**src/rtl/ray_pkg.sv**
```systemverilog
// Shared types and constants for the ray sweep sequencer and the column renderer.
package ray_pkg;

    localparam int unsigned COORD_W    = 12;
    localparam int unsigned ANGLE_FULL = 1920;
    localparam int unsigned FOV_HALF   = 160;

    typedef enum logic [2:0] {
        StIdle,
        StIssue,
        StWait,
        StPresent,
        StDone
    } ray_state_e;

    typedef struct packed {
        logic               found;
        logic [COORD_W-1:0] x;
        logic [COORD_W-1:0] y;
    } col_result_t;

endpackage

```
**src/rtl/angle_wrap_step.sv**
```systemverilog
// Combinational add/subtract of an angle delta modulo ANGLE_FULL.
module angle_wrap_step
    import ray_pkg::*;
(
    input  logic [COORD_W-1:0] i_angle,
    input  logic [COORD_W-1:0] i_delta,
    input  logic               i_sub,
    output logic [COORD_W-1:0] o_angle
);

    localparam logic [COORD_W:0] FULL13 = (COORD_W + 1)'(ANGLE_FULL);

    logic [COORD_W:0] w_base;
    logic [COORD_W:0] w_delta;
    logic [COORD_W:0] w_sum;

    always_comb begin
        w_delta = {1'b0, i_delta};
        w_base  = {1'b0, i_angle};
        // Out-of-range inputs are folded once before stepping.
        if (w_base >= FULL13) begin
            w_base = w_base - FULL13;
        end
        if (i_sub) begin
            if (w_base < w_delta) begin
                w_sum = w_base + FULL13 - w_delta;
            end else begin
                w_sum = w_base - w_delta;
            end
        end else begin
            w_sum = w_base + w_delta;
            if (w_sum >= FULL13) begin
                w_sum = w_sum - FULL13;
            end
        end
        o_angle = w_sum[COORD_W-1:0];
    end

endmodule

```
**src/rtl/ray_sweep_sequencer.sv**
```systemverilog
// Sweeps the ray angle across the screen, one finder round per column, and hands results on.
// Optional per-column watchdog: define RAY_SWEEP_TIMEOUT_EN.
module ray_sweep_sequencer
    import ray_pkg::*;
#(
    parameter int unsigned NUM_COLS   = 320,
    parameter int unsigned ANGLE_STEP = 1,
    parameter int unsigned MAX_CYCLES = 1023
) (
    input  logic               i_clock,
    input  logic               i_resetn,
    input  logic               i_start_frame,
    input  logic [COORD_W-1:0] i_player_x,
    input  logic [COORD_W-1:0] i_player_y,
    input  logic [COORD_W-1:0] i_player_angle,
    output logic [COORD_W-1:0] o_ray_x,
    output logic [COORD_W-1:0] o_ray_y,
    output logic [COORD_W-1:0] o_alpha,
    output logic               o_begin_calc,
    input  logic               i_h_end_calc,
    input  logic               i_v_end_calc,
    input  logic               i_h_wall_found,
    input  logic               i_v_wall_found,
    input  logic [COORD_W-1:0] i_h_wall_x,
    input  logic [COORD_W-1:0] i_h_wall_y,
    input  logic [COORD_W-1:0] i_v_wall_x,
    input  logic [COORD_W-1:0] i_v_wall_y,
    output logic               o_col_valid,
    input  logic               i_col_ack,
    output logic [8:0]         o_col_index,
    output logic               o_col_h_found,
    output logic               o_col_v_found,
    output logic [COORD_W-1:0] o_col_h_x,
    output logic [COORD_W-1:0] o_col_h_y,
    output logic [COORD_W-1:0] o_col_v_x,
    output logic [COORD_W-1:0] o_col_v_y,
    output logic               o_frame_busy,
    output logic               o_frame_done
`ifdef RAY_SWEEP_TIMEOUT_EN
    ,
    output logic               o_timeout_seen
`endif
);

    ray_state_e         r_state;
    ray_state_e         w_state_next;
    logic [COORD_W-1:0] r_ray_x;
    logic [COORD_W-1:0] r_ray_y;
    logic [COORD_W-1:0] r_alpha;
    logic [8:0]         r_col_index;
    logic               r_h_done;
    logic               r_v_done;
    col_result_t        r_h_res;
    col_result_t        r_v_res;

    logic [COORD_W-1:0] w_start_alpha;
    logic [COORD_W-1:0] w_step_alpha;
    logic               w_h_done_next;
    logic               w_v_done_next;
    logic               w_last_col;
    logic               w_timeout;

    angle_wrap_step u_start_angle (
        .i_angle (i_player_angle),
        .i_delta (COORD_W'(FOV_HALF)),
        .i_sub   (1'b0),
        .o_angle (w_start_alpha)
    );

    angle_wrap_step u_step_angle (
        .i_angle (r_alpha),
        .i_delta (COORD_W'(ANGLE_STEP)),
        .i_sub   (1'b1),
        .o_angle (w_step_alpha)
    );

    assign w_h_done_next = r_h_done | i_h_end_calc;
    assign w_v_done_next = r_v_done | i_v_end_calc;
    assign w_last_col    = (r_col_index == 9'(NUM_COLS - 1));

`ifdef RAY_SWEEP_TIMEOUT_EN
    localparam int unsigned CNT_W = $clog2(MAX_CYCLES + 1);

    logic [CNT_W-1:0] r_wait_cnt;
    logic             r_timeout_seen;

    assign w_timeout      = (r_state == StWait) && (r_wait_cnt == CNT_W'(MAX_CYCLES - 1));
    assign o_timeout_seen = r_timeout_seen;

    always_ff @(posedge i_clock or negedge i_resetn) begin
        if (!i_resetn) begin
            r_wait_cnt     <= '0;
            r_timeout_seen <= 1'b0;
        end else begin
            if (r_state == StIssue) begin
                r_wait_cnt <= '0;
            end else if (r_state == StWait) begin
                r_wait_cnt <= r_wait_cnt + CNT_W'(1);
            end
            if (r_state == StIdle && i_start_frame) begin
                r_timeout_seen <= 1'b0;
            end else if (w_timeout && !(w_h_done_next && w_v_done_next)) begin
                r_timeout_seen <= 1'b1;
            end
        end
    end
`else
    assign w_timeout = 1'b0 && (MAX_CYCLES != 0);
`endif

    always_ff @(posedge i_clock or negedge i_resetn) begin
        if (!i_resetn) begin
            r_state <= StIdle;
        end else begin
            r_state <= w_state_next;
        end
    end

    always_comb begin
        w_state_next = r_state;
        unique case (r_state)
            StIdle:    if (i_start_frame) w_state_next = StIssue;
            StIssue:   w_state_next = StWait;
            StWait:    if ((w_h_done_next && w_v_done_next) || w_timeout) w_state_next = StPresent;
            StPresent: if (i_col_ack) w_state_next = w_last_col ? StDone : StIssue;
            StDone:    w_state_next = StIdle;
            default:   w_state_next = StIdle;
        endcase
    end

    always_comb begin
        o_begin_calc = (r_state == StIssue);
        o_col_valid  = (r_state == StPresent);
        o_frame_done = (r_state == StDone);
        o_frame_busy = (r_state == StIssue) || (r_state == StWait) || (r_state == StPresent);
    end

    always_ff @(posedge i_clock or negedge i_resetn) begin
        if (!i_resetn) begin
            r_ray_x     <= '0;
            r_ray_y     <= '0;
            r_alpha     <= '0;
            r_col_index <= '0;
            r_h_done    <= 1'b0;
            r_v_done    <= 1'b0;
            r_h_res     <= '0;
            r_v_res     <= '0;
        end else begin
            case (r_state)
                StIdle: begin
                    if (i_start_frame) begin
                        r_ray_x     <= i_player_x;
                        r_ray_y     <= i_player_y;
                        r_alpha     <= w_start_alpha;
                        r_col_index <= '0;
                    end
                end
                StIssue: begin
                    r_h_done <= 1'b0;
                    r_v_done <= 1'b0;
                end
                StWait: begin
                    // A side that is already done ignores repeat end_calc pulses.
                    if (!r_h_done && i_h_end_calc) begin
                        r_h_done <= 1'b1;
                        r_h_res  <= '{found: i_h_wall_found, x: i_h_wall_x, y: i_h_wall_y};
                    end else if (!r_h_done && w_timeout) begin
                        r_h_done <= 1'b1;
                        r_h_res  <= '0;
                    end
                    if (!r_v_done && i_v_end_calc) begin
                        r_v_done <= 1'b1;
                        r_v_res  <= '{found: i_v_wall_found, x: i_v_wall_x, y: i_v_wall_y};
                    end else if (!r_v_done && w_timeout) begin
                        r_v_done <= 1'b1;
                        r_v_res  <= '0;
                    end
                end
                StPresent: begin
                    if (i_col_ack && !w_last_col) begin
                        r_col_index <= r_col_index + 9'd1;
                        r_alpha     <= w_step_alpha;
                    end
                end
                default: ;
            endcase
        end
    end

    assign o_ray_x       = r_ray_x;
    assign o_ray_y       = r_ray_y;
    assign o_alpha       = r_alpha;
    assign o_col_index   = r_col_index;
    assign o_col_h_found = r_h_res.found;
    assign o_col_h_x     = r_h_res.x;
    assign o_col_h_y     = r_h_res.y;
    assign o_col_v_found = r_v_res.found;
    assign o_col_v_x     = r_v_res.x;
    assign o_col_v_y     = r_v_res.y;

endmodule

```
**config.mk**
```make
export PLATFORM = sky130hd
export DESIGN_NAME = ray_sweep_sequencer
export DESIGN_NICKNAME = d
export VERILOG_FILES = /design/src/rtl/ray_pkg.sv /design/src/rtl/angle_wrap_step.sv /design/src/rtl/ray_sweep_sequencer.sv
export SDC_FILE = /design/constraint.sdc
export NUM_CORES = 1
export LEC_CHECK = 0
export ABC_AREA = 1
export BUFFER_PORTS_ARGS = -buffer_cell sky130_fd_sc_hd__buf_2
export CAP_MARGIN = 5
export CORE_MARGIN = 5
export CORE_UTILIZATION = 40
export CTS_CLUSTER_DIAMETER = 80
export CTS_CLUSTER_SIZE = 24
export DETAILED_ROUTE_END_ITERATION = 16
export HOLD_SLACK_MARGIN = 0.06
export MAX_ROUTING_LAYER = met4
export PLACE_DENSITY = 0.68
export SYNTH_ARGS = -nofsm -noshare
export SYNTH_HDL_FRONTEND = slang
export SYNTH_SLANG_ARGS = --single-unit
```
**constraint.sdc**
```tcl
create_clock -name i_clock -period 2.2 [get_ports i_clock]
set_input_delay 0.44 -clock i_clock [delete_from_list [all_inputs] [get_ports i_clock]]
set_output_delay 0.44 -clock i_clock [all_outputs]
set_load 0.02 [all_outputs]
```
==> results_dict.tcl, run 1 <==
set metrics [dict create \
    cp_slowest_cell "dfrtp_1" \
    cap_violations 0 \
    p_switching_mw 4.28 \
    cts_tree "built" \
    seq_area_frac_synth_pct 50.7 \
    grt_pass1_vias 4754 \
    internal-power_mw 5.39 \
    power_mw 9.67 \
    min_period_over_period_pct 95.5 \
    dpl-instance-area_um2 6340 \
    r2r-end "o_alpha[10]$_DFFE_PN0P_" \
    grt_overflow_total 0 \
    crit_required_ns 1.76 \
    p_per_area_nw_per_um2 1450 \
    cp_max_fo 5 \
    reg2reg_slack_ns 0.16 \
    synth_cell_types 43 \
    fp.dieArea_um2 14700 \
    setup_viol 0 \
    wl_per_cell_um 14.6 \
    layout.cells.most_common_list "buf_2, nand2_1, dfrtp_1, inv_1, mux2_2" \
    dp_hpwl_um 10700 \
    synth-edff-count 0 \
    critical_path.endpoint_type "output port" \
    dieWidth_um 121 \
    fin_util_pct 55.4 \
    detailedPlace.worstSlack_ns -0.306 \
    clkSinkCount 100 \
    final.fill_count 1103 \
    grt_pass1_wl_um 22500 \
    port_buffers 190 \
    power_frac_seq_pct 32.9 \
    antenna_found_initial 0 \
    netlist_instances 545 \
    via_per_inst 4.91 \
    power_frac_comb_pct 51.5 \
    num-nets-final 869 \
    htreeDepth 3 \
    die-height_um 121 \
    max_freq_mhz 476 \
    row_count 40 \
    gr-usage-all-layers_pct 19.5 \
    ant_nets 0 \
    hold_violations 0 \
    clk_path_buf_depth 2 \
    placed_cells 925 \
    timing.rr.start "o_alpha[1]$_DFFE_PN0P_" \
    syn_to_final_growth_pct 35.2 \
    final_cells 941 \
    slew_headroom_pct 72.7 \
    drc 0 \
    critical-path-max-stage-delay_ns 0.45 \
    routed_wl_um 13700 \
    diodes 0 \
    rsz0062_at_grt "true" \
    hold_path_depth 3 \
    hold_ws_ns 0.286 \
    holdPathEnd "o_ray_y[9]$_DFFE_PN0P_" \
    period_minus_slack_ns 2.10 \
    crit_family "simple AND/OR/NAND/NOR gates" \
    r2r_cells 16 \
    drt_first_pass_iters 4 \
    tightest_slew_ns 0.406 \
    hp-class "primary input to flop" \
    synthArstFlopShare_pct 100 \
    drv_slew 0 \
    clkPwrFrac_pct 15.5 \
    yosys_register_bits 100 \
    max-vdd-ir-drop_mv 0.879 \
    fin_skew_ns 0.00797 \
    crit_buf_inv 2 \
    detail_route.iter0.violations 240 \
    start_util_pct 41.0 \
    insertion_delay_ns 0.34 \
    syn_avg_cell_area_um2 9.06 \
    drive_gt1_share_pct 42.2 \
    crit_chain "nor3_1, or2_2, inv_1, nand2_1, buf_2" \
    crit_type "flop to output port" \
    crit_arrival_ns 1.66 \
    final_common_cell "buf_2" \
    clk_pin_slew_worst_paths_ns 0.07 \
    place_congestion 0.892 \
    root_buffer "clkbuf_16" \
    io_pins 191 \
    fin_area_um2 6680 \
    numCtsBuffers 9 \
    synth_fp_nets 645 \
    synth-main-ff-cell "dfrtp_1" \
    synth_area_um2 4940 \
    grt_start_max_net_pins 70 \
    switching_share_pct 44.3 \
    tns_ns 0 \
    critPathLaunchType "flop" \
    dr_total_vias 4619 \
    leakage_nw 3.65 \
    fin_ws_ns 0.0990 \
    hp-start "i_player_y[9]" \
    fp.coreArea_um2 12100 \
    yosys_warnings 0 \
    status "completed" \
]
## per-layer routing
| layer | global-route usage, % | share of wire (%) |
|---|---|---|
| met1 | 22.7 | 40 |
| met2 | 32.6 | 51 |
| met3 | 5.08 | 7.4 |
| met4 | 7.51 | 2.2 |
| met5 | - | 0 |
## registers in the layout, indices dropped and copies added, names as in the netlist
signal	flops
r_h_done	1
r_v_done	1
o_ray_y	12
o_col_h_found	1
o_col_index	9
r_state	3
o_col_h_x	12
o_alpha	12
o_col_h_y	12
o_col_v_y	12
o_col_v_found	1
o_ray_x	12
o_col_v_x	12
## cells by family (layout without fill, tap and decap cells)
logic type,Yosys count,in the layout,synth area share [%]
xor+xnor,4,4,0.709
fa+ha+maj,8,8,2.03
mux,51,51,11.6
buf+inv,70,298,5.75
flops,100,100,50.7
simple gates,264,264,23.3
compound gates,48,48,6.00
## what timing repair did
item                                    4_1_cts  5_1_grt
setup buffers                                 0        0
hold endpoints to repair                      7        0
gates resized for setup                       0       14
hold buffers                                  1        0
endpoints found under the setup margin        0        6
## worst reg2reg max path, delay by kind of cell (launching register included)
family	cells	cell delay, ns
and+or+nand+nor	11	1.06
DFF	1	0.41
buffers and inverters	3	0.20
AOI/OAI and AO/OA	1	0.16
adders and majority gates	1	0.15
## area by class of cell
class	instances	area, µm²	share of cell area [%]
clock inverter	5	37.5	0.562
multi-input combinational	375	2230	33.4
sequential	100	2500	37.5
timing repair buffer	226	1240	18.5
inverter	57	219	3.28
clock buffer	10	239	3.58
tap	168	210	3.15
## worst max-delay path by stage
stage / startpoint / end / depth (start not counted)
global placement: i_player_angle[7] / o_alpha[10]$_DFFE_PN0P_ / 19
floorplan: i_player_angle[7] / o_alpha[8]$_DFFE_PN0P_ / 17
detailed placement: i_player_angle[7] / o_alpha[9]$_DFFE_PN0P_ / 18
CTS: r_state[2]$_DFFE_PN0P_ / o_frame_busy / 7
finish: r_state[2]$_DFFE_PN0P_ / o_frame_busy / 5
global route: o_alpha[1]$_DFFE_PN0P_ / o_alpha[10]$_DFFE_PN0P_ / 16
## power groups by stage
stage	clock network, mW	registers (mW)	logic (mW)
after detailed placement	0	3.19	4.98
final	1.50	3.19	4.98
after global placement	0	3.16	4.86
after CTS	1.54	3.19	4.99
after global routing	1.63	3.31	5.47
after floorplan	0	4.18	2.25
## cells in the mapped netlist (all sizes together) (2+ instances only)
cell type	instances	area, µm²
xnor2	2	17.5
xor2	2	17.5
nor3b	2	15.0
clkbuf	10	37.5
nor2	26	108
dfrtp	100	2500
or2	4	25.0
a21o	2	15.0
o21ai	16	95.1
a21oi	18	93.8
nand4	2	12.5
buf	3	27.5
o211ai	2	20.0
inv	57	219
nand3b	3	22.5
nor4	2	12.5
o22ai	6	37.5
nor3	10	66.3
nand3	44	230
mux2	50	563
ha	8	100
nand2	171	657
Note: power is estimated with default switching activity, not from simulation.
==> inputs of run 2 (changes only) <==
Settings changed: PLACE_DENSITY 0.68 to 0.8.
==> run 2 against run 1 <==
Fmax about the same; sequential share of layout area down 0.37 points; utilization up 0.55 points; largest power group unchanged.
==> results_dict.tcl, run 2 (same netlist as run 1, synthesis figures left out) <==
set metrics [dict create \
    status "completed" \
    r2r-end "o_col_index[5]$_DFFE_PN0P_" \
    clkSinkCount 100 \
    final_common_cell "buf_2" \
    hp-class "primary input to async pin" \
    dieWidth_um 121 \
    fp.coreArea_um2 12100 \
    drc 0 \
    rsz0062_at_grt "true" \
    fp.dieArea_um2 14700 \
    gr-usage-all-layers_pct 19.1 \
    max-vdd-ir-drop_mv 0.723 \
    fin_skew_ns 0.0111 \
    power_frac_comb_pct 51.4 \
    cp_max_fo 5 \
    clk_path_buf_depth 2 \
    dp_hpwl_um 10500 \
    start_util_pct 41.0 \
    num-nets-final 874 \
    leakage_nw 3.69 \
    place_congestion 0.904 \
    crit_arrival_ns 1.66 \
    power_frac_seq_pct 32.5 \
    clkPwrFrac_pct 16.1 \
    cts_hold_buf 0 \
    reg2reg_slack_ns 0.15 \
    io_pins 191 \
    htreeDepth 3 \
    routed_wl_um 13400 \
    dr_total_vias 4501 \
    root_buffer "clkbuf_16" \
    layout.cells.most_common_list "buf_2, nand2_1, dfrtp_1, mux2_2, inv_1" \
    period_minus_slack_ns 2.10 \
    crit_type "flop to output port" \
    syn_to_final_growth_pct 36.5 \
    crit_required_ns 1.76 \
    final_cells 948 \
    hold_violations 0 \
    drv_slew 0 \
    grt_pass1_wl_um 21900 \
    p_per_area_nw_per_um2 1450 \
    wl_per_cell_um 14.1 \
    grt_start_max_net_pins 37 \
    port_buffers 190 \
    cap_violations 0 \
    die-height_um 121 \
    clk_pin_slew_worst_paths_ns 0.08 \
    internal-power_mw 5.44 \
    fin_util_pct 55.9 \
    drive_gt1_share_pct 43.0 \
    min_period_over_period_pct 95.5 \
    cts_tree "built" \
    critPathLaunchType "flop" \
    r2r_cells 14 \
    grt_overflow_total 0 \
    numCtsBuffers 9 \
    max_freq_mhz 476 \
    detail_route.iter0.violations 145 \
    tns_ns 0 \
    critical_path.endpoint_type "output port" \
    drt_first_pass_iters 4 \
    tightest_slew_ns 0.513 \
    grt_pass1_vias 4719 \
    ant_nets 0 \
    slew_headroom_pct 65.8 \
    setup_viol 0 \
    timing.rr.start "o_col_index[1]$_DFFE_PN0P_" \
    switching_share_pct 44.5 \
    row_count 40 \
    insertion_delay_ns 0.36 \
    p_switching_mw 4.37 \
    placed_cells 927 \
    power_mw 9.81 \
    antenna_found_initial 1 \
    via_per_inst 4.75 \
]
## run 2: cell types whose count changed in the layout (fill, tap and decap cells not counted), sizes merged
cell / previous run / this run
clkbuf: 10 / 9
dlygate4sd3: 1 / 0
diode: 0 / 1
buf: 225 / 231
inv: 58 / 62
clkinv: 3 / 1
## run 2: worst max-delay path by stage
| stage | from | to | slack [ns] | depth (start not counted) |
|---|---|---|---|---|
| 6_report | r_state[2]$_DFFE_PN0P_ | o_frame_busy | 0.1 | 7 |
| 5_1_grt | o_alpha[0]$_DFFE_PN0P_ | o_alpha[10]$_DFFE_PN0P_ | -0.04 | 16 |
| 4_1_cts | r_state[2]$_DFFE_PN0P_ | o_frame_busy | 0.04 | 7 |
| 3_5_place_dp | i_player_angle[8] | o_alpha[8]$_DFFE_PN0P_ | -0.14 | 18 |
| 3_3_place_gp | i_player_angle[7] | o_alpha[8]$_DFFE_PN0P_ | -0.09 | 18 |
| 2_1_floorplan | i_player_angle[7] | o_alpha[8]$_DFFE_PN0P_ | 0.002 | 17 |
## run 2: repair_timing
| item | 4_1_cts | 5_1_grt |
|---|---|---|
| endpoints found under the setup margin | 1 | 8 |
| pin swaps | 0 | 4 |
| gates resized for setup | 1 | 11 |
| buffers inserted | 0 | 4 |
| gates cloned | 0 | 0 |
## run 2: cell type report
cell class | count | area [µm²]
Clock buffer | 9 | 225
Fill cell | 1079 | 5320
Antenna cell | 1 | 2.50
Multi-Input combinational cell | 375 | 2210
Sequential cell | 100 | 2500
Tap cell | 168 | 210
Clock inverter | 7 | 72.6
Inverter | 57 | 219
Timing Repair Buffer | 231 | 1300
## run 2: stage by stage
step                      setup slack [ns]  hold slack [ns]  area, µm²
after global placement             -0.0944            0.456       6380
after global routing               -0.0412           0.0931       6740
after floorplan                    0.00239            0.144       4960
after CTS                           0.0350           0.0656       6680
after detailed placement            -0.141            0.450       6380
final                               0.0989           0.0501       6740
## run 2: critical path: stages (launching register included)
cell     delay (ns)
dfrtp_1        0.46
nor2_1         0.10
inv_1          0.10
nor2_2         0.06
or2_2          0.26
inv_1          0.08
nand2_1        0.08
buf_2          0.17
## run 2: power groups by stage
stage / registers [mW] / logic, mW / clock network [mW]
after floorplan: 4.18 / 2.25 / 0
after global placement: 3.17 / 4.89 / 0
after detailed placement: 3.19 / 5.00 / 0
after CTS: 3.18 / 5.00 / 1.63
after global routing: 3.30 / 5.52 / 1.69
final: 3.19 / 5.04 / 1.58
## run 2: per-layer routing
metal	vias to the layer above	track usage [%]	share of wire, %
met1	2124	22.5	42
li1	2231	-	-
met4	0	7.29	1.8
met5	-	-	0
met3	19	3.64	5.3
met2	127	32.4	51
